### src/rtl/register_arbiter_pkg.sv
// Shared types for the register-file write-port arbiter: state enum,
// bundled input/output structs and register-file geometry.
package wires;

    localparam int REGFILE_DEPTH = 32;
    localparam int ADDR_W        = 5;
    localparam int DATA_W        = 32;

    typedef enum logic [1:0] {
        CLEAR = 2'd0,
        RUN   = 2'd1,
        DRAIN = 2'd2
    } arb_state_type;

    typedef struct packed {
        logic              clear_req;
        logic              a_valid;
        logic [ADDR_W-1:0] a_waddr;
        logic [DATA_W-1:0] a_wdata;
        logic              b_valid;
        logic [ADDR_W-1:0] b_waddr;
        logic [DATA_W-1:0] b_wdata;
    } arbiter_in_type;

    typedef struct packed {
        logic                     b_ready;
        logic                     busy;
        logic [REGFILE_DEPTH-1:0] pend_mask;
        logic                     wren;
        logic [ADDR_W-1:0]        waddr;
        logic [DATA_W-1:0]        wdata;
    } arbiter_out_type;

    function automatic logic [REGFILE_DEPTH-1:0] addr_onehot(input logic [ADDR_W-1:0] a);
        logic [REGFILE_DEPTH-1:0] r;
        r    = '0;
        r[a] = 1'b1;
        return r;
    endfunction

endpackage

### src/rtl/register_arbiter_if.sv
// Writeback-side bus of the arbiter. B handshake: a transfer happens on a
// rising clk edge where b_valid and b_ready are both high; b_ready never
// depends on b_valid or a_valid.
interface register_arbiter_if;
    import wires::*;

    logic                     clear_req;
    logic                     a_valid;
    logic [ADDR_W-1:0]        a_waddr;
    logic [DATA_W-1:0]        a_wdata;
    logic                     b_valid;
    logic                     b_ready;
    logic [ADDR_W-1:0]        b_waddr;
    logic [DATA_W-1:0]        b_wdata;
    logic                     busy;
    logic [REGFILE_DEPTH-1:0] pend_mask;
    logic                     wren;
    logic [ADDR_W-1:0]        waddr;
    logic [DATA_W-1:0]        wdata;

    modport master (
        output clear_req, a_valid, a_waddr, a_wdata, b_valid, b_waddr, b_wdata,
        input  b_ready, busy, pend_mask, wren, waddr, wdata
    );

    modport slave (
        input  clear_req, a_valid, a_waddr, a_wdata, b_valid, b_waddr, b_wdata,
        output b_ready, busy, pend_mask, wren, waddr, wdata
    );

endinterface

### src/rtl/register_arbiter_fifo.sv
// Late-writeback queue: DEPTH entries with valid/live bits, kill-by-address
// so a younger A write can cancel stale queued writes.
module regwr_fifo
    import wires::*;
#(
    parameter int DEPTH = 2
) (
    input  logic                     clk,
    input  logic                     rst,
    input  logic                     push,
    input  logic [ADDR_W-1:0]        push_addr,
    input  logic [DATA_W-1:0]        push_data,
    input  logic                     pop,
    input  logic                     kill,
    input  logic [ADDR_W-1:0]        kill_addr,
    output logic                     full,
    output logic                     empty,
    output logic                     head_live,
    output logic [ADDR_W-1:0]        head_addr,
    output logic [DATA_W-1:0]        head_data,
    output logic [REGFILE_DEPTH-1:0] pend_mask
);

    localparam int PTR_W = $clog2(DEPTH);

    logic [DEPTH-1:0]  valid_q;
    logic [DEPTH-1:0]  live_q;
    logic [ADDR_W-1:0] addr_q [DEPTH];
    logic [DATA_W-1:0] data_q [DEPTH];
    logic [PTR_W-1:0]  rd_ptr;
    logic [PTR_W-1:0]  wr_ptr;

    // Occupied slots are contiguous from rd_ptr, so the slot under each
    // pointer tells full/empty without a separate count.
    assign full      = valid_q[wr_ptr];
    assign empty     = !valid_q[rd_ptr];
    assign head_live = live_q[rd_ptr];
    assign head_addr = addr_q[rd_ptr];
    assign head_data = data_q[rd_ptr];

    always_ff @(posedge clk) begin
        if (rst) begin
            valid_q <= '0;
            live_q  <= '0;
            rd_ptr  <= '0;
            wr_ptr  <= '0;
        end else begin
            if (kill) begin
                for (int i = 0; i < DEPTH; i++) begin
                    if (valid_q[i] && addr_q[i] == kill_addr) live_q[i] <= 1'b0;
                end
            end
            if (pop) begin
                valid_q[rd_ptr] <= 1'b0;
                rd_ptr          <= rd_ptr + 1'b1;
            end
            // Push is younger than a same-cycle kill, so it lands live.
            if (push) begin
                valid_q[wr_ptr] <= 1'b1;
                live_q[wr_ptr]  <= 1'b1;
                addr_q[wr_ptr]  <= push_addr;
                data_q[wr_ptr]  <= push_data;
                wr_ptr          <= wr_ptr + 1'b1;
            end
        end
    end

    always_comb begin
        pend_mask = '0;
        for (int i = 0; i < DEPTH; i++) begin
            if (valid_q[i] && live_q[i]) pend_mask = pend_mask | addr_onehot(addr_q[i]);
        end
        pend_mask[0] = 1'b0;
    end

endmodule

### src/rtl/register_arbiter.sv
// Register-file write-port controller: pipeline writeback (A) has priority
// over queued late writebacks (B); sequences a full zero-clear after reset.
module register_arbiter
    import wires::*;
#(
    parameter int DEPTH = 2
) (
    input  logic               clk,
    input  logic               rst,
    register_arbiter_if.slave  bus,
    output arb_state_type      state_dbg
);

    arbiter_in_type  in_s;
    arbiter_out_type out_s;

    arb_state_type     state;
    logic [ADDR_W-1:0] cnt;
    logic              wren_q;
    logic [ADDR_W-1:0] waddr_q;
    logic [DATA_W-1:0] wdata_q;

    logic                     fifo_full;
    logic                     fifo_empty;
    logic                     head_live;
    logic [ADDR_W-1:0]        head_addr;
    logic [DATA_W-1:0]        head_data;
    logic [REGFILE_DEPTH-1:0] pend_mask;

    logic b_ready;
    logic push;
    logic arb_active;
    logic a_take;
    logic pop;

    assign in_s = '{clear_req: bus.clear_req, a_valid: bus.a_valid, a_waddr: bus.a_waddr,
                    a_wdata: bus.a_wdata, b_valid: bus.b_valid, b_waddr: bus.b_waddr,
                    b_wdata: bus.b_wdata};

    // b_ready comes from registered state only, keeping A off the B path.
    assign b_ready    = !fifo_full && (state == RUN);
    assign push       = in_s.b_valid && b_ready;
    assign arb_active = (state != CLEAR);
    assign a_take     = arb_active && in_s.a_valid;
    assign pop        = arb_active && !in_s.a_valid && !fifo_empty;

    regwr_fifo #(.DEPTH(DEPTH)) u_fifo (
        .clk       (clk),
        .rst       (rst),
        .push      (push),
        .push_addr (in_s.b_waddr),
        .push_data (in_s.b_wdata),
        .pop       (pop),
        .kill      (a_take),
        .kill_addr (in_s.a_waddr),
        .full      (fifo_full),
        .empty     (fifo_empty),
        .head_live (head_live),
        .head_addr (head_addr),
        .head_data (head_data),
        .pend_mask (pend_mask)
    );

    always_ff @(posedge clk) begin
        if (rst) begin
            state   <= CLEAR;
            cnt     <= '0;
            wren_q  <= 1'b0;
            waddr_q <= '0;
            wdata_q <= '0;
        end else begin
            case (state)
                CLEAR: begin
                    wren_q  <= 1'b1;
                    waddr_q <= cnt;
                    wdata_q <= '0;
                    cnt     <= cnt + 1'b1;
                    if (cnt == ADDR_W'(REGFILE_DEPTH - 1)) state <= RUN;
                end
                RUN, DRAIN: begin
                    // x0 is hardwired zero: selected but never written.
                    if (a_take) begin
                        wren_q  <= (in_s.a_waddr != '0);
                        waddr_q <= in_s.a_waddr;
                        wdata_q <= in_s.a_wdata;
                    end else if (pop) begin
                        wren_q  <= head_live && (head_addr != '0);
                        waddr_q <= head_addr;
                        wdata_q <= head_data;
                    end else begin
                        wren_q  <= 1'b0;
                    end
                    if (state == RUN && in_s.clear_req)  state <= DRAIN;
                    else if (state == DRAIN && fifo_empty) state <= CLEAR;
                end
                default: state <= CLEAR;
            endcase
        end
    end

    assign out_s = '{b_ready: b_ready, busy: (state != RUN), pend_mask: pend_mask,
                     wren: wren_q, waddr: waddr_q, wdata: wdata_q};

    assign bus.b_ready   = out_s.b_ready;
    assign bus.busy      = out_s.busy;
    assign bus.pend_mask = out_s.pend_mask;
    assign bus.wren      = out_s.wren;
    assign bus.waddr     = out_s.waddr;
    assign bus.wdata     = out_s.wdata;
    assign state_dbg     = state;

endmodule

### src/flat_wrapper.sv
// flat-port wrapper written by rule: the top's interface ports become plain ports
module register_arbiter_flat import wires::*;
#(
    parameter int DEPTH = 2
)
  (clk, rst, state_dbg, bus_clear_req, bus_a_valid, bus_a_waddr, bus_a_wdata, bus_b_valid, bus_b_waddr, bus_b_wdata, bus_b_ready, bus_busy, bus_pend_mask, bus_wren, bus_waddr, bus_wdata);
  register_arbiter_if bus_i ();
  input  logic clk;
  input  logic rst;
  output arb_state_type state_dbg;
  input wire logic [$bits(bus_i.clear_req)-1:0] bus_clear_req;
  input wire logic [$bits(bus_i.a_valid)-1:0] bus_a_valid;
  input wire logic [$bits(bus_i.a_waddr)-1:0] bus_a_waddr;
  input wire logic [$bits(bus_i.a_wdata)-1:0] bus_a_wdata;
  input wire logic [$bits(bus_i.b_valid)-1:0] bus_b_valid;
  input wire logic [$bits(bus_i.b_waddr)-1:0] bus_b_waddr;
  input wire logic [$bits(bus_i.b_wdata)-1:0] bus_b_wdata;
  output wire logic [$bits(bus_i.b_ready)-1:0] bus_b_ready;
  output wire logic [$bits(bus_i.busy)-1:0] bus_busy;
  output wire logic [$bits(bus_i.pend_mask)-1:0] bus_pend_mask;
  output wire logic [$bits(bus_i.wren)-1:0] bus_wren;
  output wire logic [$bits(bus_i.waddr)-1:0] bus_waddr;
  output wire logic [$bits(bus_i.wdata)-1:0] bus_wdata;
  assign bus_i.clear_req = bus_clear_req;
  assign bus_i.a_valid = bus_a_valid;
  assign bus_i.a_waddr = bus_a_waddr;
  assign bus_i.a_wdata = bus_a_wdata;
  assign bus_i.b_valid = bus_b_valid;
  assign bus_i.b_waddr = bus_b_waddr;
  assign bus_i.b_wdata = bus_b_wdata;
  assign bus_b_ready = bus_i.b_ready;
  assign bus_busy = bus_i.busy;
  assign bus_pend_mask = bus_i.pend_mask;
  assign bus_wren = bus_i.wren;
  assign bus_waddr = bus_i.waddr;
  assign bus_wdata = bus_i.wdata;
  register_arbiter #(.DEPTH(DEPTH)) u_core (.clk(clk), .rst(rst), .bus(bus_i), .state_dbg(state_dbg));
endmodule
### config.mk
export PLATFORM = sky130hd
export DESIGN_NAME = register_arbiter_flat
export DESIGN_NICKNAME = d
export VERILOG_FILES = /design/src/rtl/register_arbiter_pkg.sv /design/src/rtl/register_arbiter_if.sv /design/src/rtl/register_arbiter_fifo.sv /design/src/rtl/register_arbiter.sv /design/src/flat_wrapper.sv
export SDC_FILE = /design/constraint.sdc
export NUM_CORES = 1
export LEC_CHECK = 0
export ABC_AREA = 1
export ABC_CLOCK_PERIOD_IN_PS = 3800
export BUFFER_PORTS_ARGS = -buffer_cell sky130_fd_sc_hd__buf_2
export CAP_MARGIN = 20
export CORE_MARGIN = 1
export CORE_UTILIZATION = 34
export CTS_CLUSTER_DIAMETER = 200
export DETAILED_ROUTE_END_ITERATION = 12
export GPL_ROUTABILITY_DRIVEN = 1
export GPL_TIMING_DRIVEN = 1
export MAX_ROUTING_LAYER = met4
export PLACE_DENSITY_LB_ADDON = 0.2
export SLEW_MARGIN = 10
export SYNTH_ARGS = -nofsm -noshare
export SYNTH_HDL_FRONTEND = slang
export SYNTH_SLANG_ARGS = --single-unit
### constraint.sdc
create_clock -name clk -period 3.8 [get_ports clk]
set_clock_uncertainty 0.05 [all_clocks]
set_input_delay 0.19 -clock clk [delete_from_list [all_inputs] [get_ports clk]]
set_output_delay 0.19 -clock clk [all_outputs]
set_load 0.02 [all_outputs]
==> results of run 1 <==
==> cell families (layout without fill, tap and decap cells) <==
kind of cell | Yosys count | after routing
other | 1 | 1
AO/OA/AOI/OAI | 126 | 126
buffers and inverters | 82 | 273
flip-flops | 126 | 126
AND/OR/NAND/NOR | 401 | 401
adder cells (fa/ha/maj) | 6 | 6
==> layout make-up <==
cell class / instances / area (um^2)
Clock inverter: 15 / 123
Sequential cell: 126 / 3260
Multi-Input combinational cell: 534 / 2410
Timing Repair Buffer: 194 / 1170
Inverter: 47 / 181
Fill cell: 1761 / 9440
Clock buffer: 17 / 425
Tap cell: 225 / 282
==> per-stage QoR <==
stage	std cells	area [um^2]	worst slack (ns)
CTS	1158	7860	1.21
global route	1158	7860	0.880
floorplan	742	6040	0.453
detailed placement	1089	6940	1.22
global placement	1089	6940	1.28
finish	1158	7860	1.22
==> worst max-delay path: stages (launching register included) <==
cell and delay [ns]:
dfxtp_1 0.34, inv_1 0.09, ha_1 0.42, inv_4 0.10
nand2_4 0.10, nand2_4 0.06, inv_4 0.26, nand2_4 0.29
nand2_4 0.49, nand2_1 0.10, nand2_1 0.08, nor2_1 0.05
==> worst max-delay path by stage <==
stage | to | slack [ns] | cells past startpoint
global route | u_core.bus.waddr[4] | 0.88 | 11
finish | u_core.bus.waddr[2] | 1.22 | 11
CTS | u_core.bus.waddr[2] | 1.21 | 11
global placement | u_core.bus.waddr[2] | 1.28 | 11
detailed placement | u_core.bus.waddr[2] | 1.22 | 11
floorplan | u_core.u_fifo.addr_q[0][0] | 0.45 | 5
==> routing by layer <==
layer	part of all wire	GRT usage	vias up	wire length (um)
met2	0.44	0.283	179	7650
met1	0.48	0.282	2546	8340
met3	0.061	0.0397	16	1050
met5	0	-	-	0
li1	-	-	2823	-
met4	0.013	0.0662	0	223
==> flip-flops by register name, indices dropped and copies added (netlist names), named ones only <==
signal,flops
u_core.bus.waddr,5
u_core.bus.wdata,32
u_core.bus.wren,1
u_core.cnt,5
u_core.state_dbg,2
u_core.u_fifo.addr_q,10
u_core.u_fifo.data_q,64
u_core.u_fifo.live_q,2
u_core.u_fifo.rd_ptr,1
u_core.u_fifo.valid_q,2
u_core.u_fifo.wr_ptr,1
==> cell usage in the layout (no fill, tap or decap), types with 7 or more instances in the layout <==
cell type	instances
nand2_1	260
buf_2	151
edfxtp_1	74
nand3_1	58
nor2_1	57
dfxtp_1	52
a21oi_1	49
inv_1	41
dlygate4sd3_1	37
o21ai_1	33
o21ai_0	30
clkbuf_16	17
o22ai_1	12
nor3_1	12
clkinvlp_4	7
==> power breakdown <==
group	switching [mW]	total (mW)	internal, mW
sequential	0.141	1.82	1.68
clock	0.602	1.49	0.891
combinational	1.28	1.85	0.570
==> impl_metrics.csv, run 1 <==
group,metric,value,unit
cells_and_area,final_nets,1005,
clock_network,tritoncts,"yes",
clock_network,cts_resized,0,
die,die_h,135,um
sta,tightestPinTransition,0.929,ns
cells_and_area,area.growth.synth_to_final,30.1,%
worst_setup_path,endpoint_kind,"flip-flop",
sta,hold_ws,0.0871,ns
worst_setup_path,critPathMaxFanout,42,
power_and_ir_drop,p_leak,3.57,nW
power_and_ir_drop,p_per_area,657,mW/mm^2
die,fp-row-count,48,
route,via_per_inst,4.80,
place,gp_congestion,0.863,
worst_hold_path,holdPathStages,2,
worst_hold_path,min_from,"rst",
die,initial_utilization,0.349,
synth,synth_top_family_by_area,"simple AND/OR/NAND/NOR gates",
synth,synth-edff-count,74,
synth,avgSynthCellArea,8.13,um^2
status,status,"finished, final reports clean",
worst_setup_path,required,4.06,ns
sta,hold_violations,0,
clock_network,clkTransAtPathRegs,0.06,ns
global_route,grt_pass1_vias,5054,
sta,grt_setup_unrepaired,"no",
global_route,grt_pass1_wl,26.8,mm
synth,netlist_area,0.00604,mm^2
flow_run,max_cap_violations,0,
synth,synthMostInstantiatedCell,"nand2_1",
route,drc,0,
synth,synthSimpleGateAreaFrac,0.275,
clock_network,numCtsBuffers,17,
clock_network,postCtsSetupBuffers,0,
worst_setup_path,rr_worst_depth,11,
route,wl,17.3,mm
worst_setup_path,r2r_setup_slack,1.22,ns
place,dp.final_hpwl,11.9,mm
global_route,grt_max_degree,47,
clock_network,h-tree-depth,4,
synth,yosysWarnings,0,
synth,synth_xor_area_frac,0,
cells_and_area,diodes,0,
worst_setup_path,cp-startpoint,"u_core.state_dbg[0]",
synth,synthArstFlopShare,0,
place,numPortBuffers,151,
synth,synth.distinct_cells,29,
die,dieArea,0.0183,mm^2
synth,netlist_top_cells_count,"nand2_1 (260), edfxtp_1 (74), nand3_1 (58)",
clock_network,cts.path.max_buffers,2,
global_route,track_usage,0.199,
worst_hold_path,min_path_type,"primary input to flip-flop",
clock_network,cts_hold_buf,37,
power_and_ir_drop,fin_total_pwr,5.16,mW
route,drt-pass1-iter-count,5,
sta,relSlewSlack,0.379,
route,ant_nets,0,
synth,synth-compound-area-share,0.108,
sta,min_period,2.58,ns
sta,finalSetupViolations,0,
synth,synthCells,742,
worst_setup_path,path_class,"flip-flop to flip-flop",
worst_setup_path,r2r-start,"u_core.state_dbg[0]",
route,wl_per_cell,14.9,um
sta,slew_viol_final,0,
route,drt_iter0_markers,530,
synth,synth.yosys.seq_area_share,0.541,
cells_and_area,utilization,0.454,
worst_setup_path,r2r_end,"u_core.bus.waddr[2]",
worst_setup_path,cp-start-kind,"flip-flop",
sta,period_share,0.680,
synth,synthTopCellsByArea,"edfxtp_1 (37%), dfxtp_1 (17%), nand2_1 (16%)",
worst_hold_path,hold_end,"u_core.u_fifo.rd_ptr",
synth,yosys.area_share.adder,0.0124,
synth,yosys_register_bits,126,
synth,yosysTopAreaCell,"edfxtp_1",
power_and_ir_drop,ir_drop,0.385,mV
global_route,overflow,0,
sta,max_clock_freq,387,MHz
route,vias,5564,
sta,fin_tns_setup,0,ns
die,die_w,135,um
die,core_area,0.0173,mm^2
synth,syn-num-nets,827,
die,pin_count,153,
synth,synth_top_area_share,0.368,
clock_network,cts.sinks,126,
synth,ys.flop_type,"edfxtp_1",
cells_and_area,drive_gt1_frac,0.218,
synth,muxShareOfSynthArea,0,
clock_network,clk_latency,0.41,ns
worst_setup_path,cp.arrival,2.84,ns
clock_network,cts-root-buf,"clkbuf_16",
global_route,antenna_found_initial,0,
No activity file was read; power rests on OpenSTA's default activity.
==> inputs of run 2 (changes only) <==
Settings changed: ABC_CLOCK_PERIOD_IN_PS 3800 to 2600.
Clock period 3.8 ns to 2.6 ns, I/O delays scaled along.
==> run 2 against run 1 <==
Compared with the run above:
- clock power grew 61%
- final area grew 1.5%
- wire length shrank 0.21%
- register-to-register slack lost 0.65 ns
- worst setup slack lost 0.69 ns
- die area is the same
- flip-flop and latch count is the same
==> impl_metrics.csv, run 2 (same netlist as run 1, synthesis figures left out) <==
group,metric,value,unit
status,status,"finished, final reports clean",
power_and_ir_drop,p_int,4.84,mW
cells_and_area,final_cell_mix,"nand2_1 (259), buf_2 (151), edfxtp_1 (74), nand3_1 (58), nor2_1 (57)",
route,drt_iter0_markers,473,
die,pin_count,153,
sta,finalWorstSetupSlack,0.522,ns
place,placed_cell_area,0.00700,mm^2
die,core_area,0.0173,mm^2
place,place_ws,0.590,ns
power_and_ir_drop,swShare,0.379,
sta,grt_setup_unrepaired,"no",
power_and_ir_drop,p_per_area,977,mW/mm^2
cells_and_area,diodes,0,
cells_and_area,final_nets,1009,
die,fp-row-count,48,
route,vias,5508,
worst_hold_path,min_path_type,"primary input to flip-flop",
sta,period_share,0.799,
clock_network,cts.sinks,126,
clock_network,cts.path.max_buffers,2,
place,numPortBuffers,151,
die,die_w,135,um
worst_setup_path,critPathBufInv,2,
global_route,antenna_found_initial,0,
worst_setup_path,critPathMaxFanout,6,
cells_and_area,layout.cells.non_filler,1162,
route,via_per_inst,4.74,
sta,min_period,2.08,ns
place,dp.final_hpwl,12.1,mm
cells_and_area,top_register,"u_core.u_fifo.data_q",
cells_and_area,area.growth.synth_to_final,32.1,%
power_and_ir_drop,p_clk_frac,0.308,
route,ant_nets,0,
global_route,track_usage,0.195,
die,dieArea,0.0183,mm^2
power_and_ir_drop,p_sw,2.95,mW
worst_setup_path,cp.arrival,1.90,ns
cells_and_area,fillers,1743,
clock_network,postCtsSetupBuffers,0,
power_and_ir_drop,p_leak,3.64,nW
power_and_ir_drop,pwr-share-seq,0.342,
worst_setup_path,cp-start-kind,"flip-flop",
cells_and_area,drive_gt1_frac,0.223,
global_route,grt_max_degree,43,
cells_and_area,mostFrequentLayoutCell,"nand2_1",
cells_and_area,finalInstanceArea,0.00797,mm^2
worst_setup_path,required,2.42,ns
cells_and_area,utilization,0.461,
route,drc,0,
sta,max_clock_freq,481,MHz
cells_and_area,largest_register_ff_count,64,
sta,tightestPinTransition,0.640,ns
worst_setup_path,crit_slowest_cell,"dfxtp_1",
die,die_h,135,um
sta,relSlewSlack,0.573,
sta,finalSetupViolations,0,
power_and_ir_drop,comb_power_share,0.350,
sta,hold_violations,0,
route,drt-pass1-iter-count,5,
clock_network,clkTransAtPathRegs,0.06,ns
worst_setup_path,path_cells,"nand2_1 > nor3_2 > inv_1 > o22ai_1 > buf_2",
sta,slew_viol_final,0,
global_route,overflow,0,
worst_setup_path,path_class,"flip-flop to output port",
global_route,grt_pass1_wl,26.2,mm
die,initial_utilization,0.349,
worst_setup_path,cpPeakStageDelay,0.47,ns
clock_network,clk_latency,0.41,ns
place,dp_cells,1093,
clock_network,tritoncts,"yes",
flow_run,max_cap_violations,0,
worst_setup_path,endpoint_kind,"output port",
power_and_ir_drop,ir_drop,0.613,mV
route,wl_per_cell,14.8,um
clock_network,h-tree-depth,4,
worst_setup_path,cp_top_family,"simple AND/OR/NAND/NOR gates",
global_route,grt_pass1_vias,4829,
place,gp_congestion,0.838,
route,wl,17.2,mm
clock_network,numCtsBuffers,17,
clock_network,cts-root-buf,"clkbuf_16",
sta,fin_tns_setup,0,ns
==> run 2: cell count changes in the layout (fill, tap and decap cells not counted), sizes merged <==
| cell | delta |
|---|---|
| bufinv | +2 |
| clkbuf | +2 |
| buf | +4 |
| inv | -1 |
| clkinv | +2 |
| clkinvlp | -5 |
==> run 2: layout make-up <==
| class | instances | area [um^2] | area share |
|---|---|---|---|
| Inverter | 47 | 181 | 0.0228 |
| Timing Repair Buffer | 198 | 1230 | 0.154 |
| Clock inverter | 13 | 166 | 0.0209 |
| Tap cell | 225 | 282 | 0.0353 |
| Clock buffer | 19 | 433 | 0.0543 |
| Sequential cell | 126 | 3260 | 0.410 |
| Multi-Input combinational cell | 534 | 2420 | 0.303 |
==> run 2: worst paths after layout <==
| kind | startpoint | to | slack, ns | depth (start not counted) |
|---|---|---|---|---|
| min reg2reg | u_core.bus.wdata[10] | u_core.bus.wdata[10] | 0.43 | 2 |
| max reg2reg | u_core.state_dbg[0] | u_core.bus.waddr[0] | 0.57 | 11 |
| min | rst | u_core.u_fifo.rd_ptr | 0.03 | 2 |
| max | u_core.u_fifo.valid_q[0] | bus_pend_mask[5] | 0.52 | 5 |
==> run 2: power groups by stage <==
stage | sequential, mW | combinational, mW | clock, mW
after global routing | 2.70 | 3.01 | 2.54
after detailed placement | 2.70 | 2.67 | 0
after global placement | 2.71 | 2.66 | 0
after floorplan | 2.97 | 1.75 | 0
after CTS | 2.67 | 2.72 | 2.45
final | 2.66 | 2.72 | 2.40
==> run 2: repair_timing <==
item	4_1_cts	5_1_grt
resized for setup	0	0
hold buffers	37	0
endpoints found under the hold margin	74	0
==> run 2: per-layer routing <==
metal  track usage  routed length, um  vias up
li1              -                  -     2832
met1         0.281               8440     2469
met2         0.270               7450      186
met3        0.0370               1070       21
met4        0.0662                258        0
met5             -                  0        -
==> run 2: metrics by stage <==
step	hold slack (ns)	power, mW
after floorplan	0.179	4.72
after global placement	0.270	5.37
after detailed placement	0.272	5.38
after CTS	0.0123	7.84
after global routing	0.0179	8.25
final	0.0296	7.79
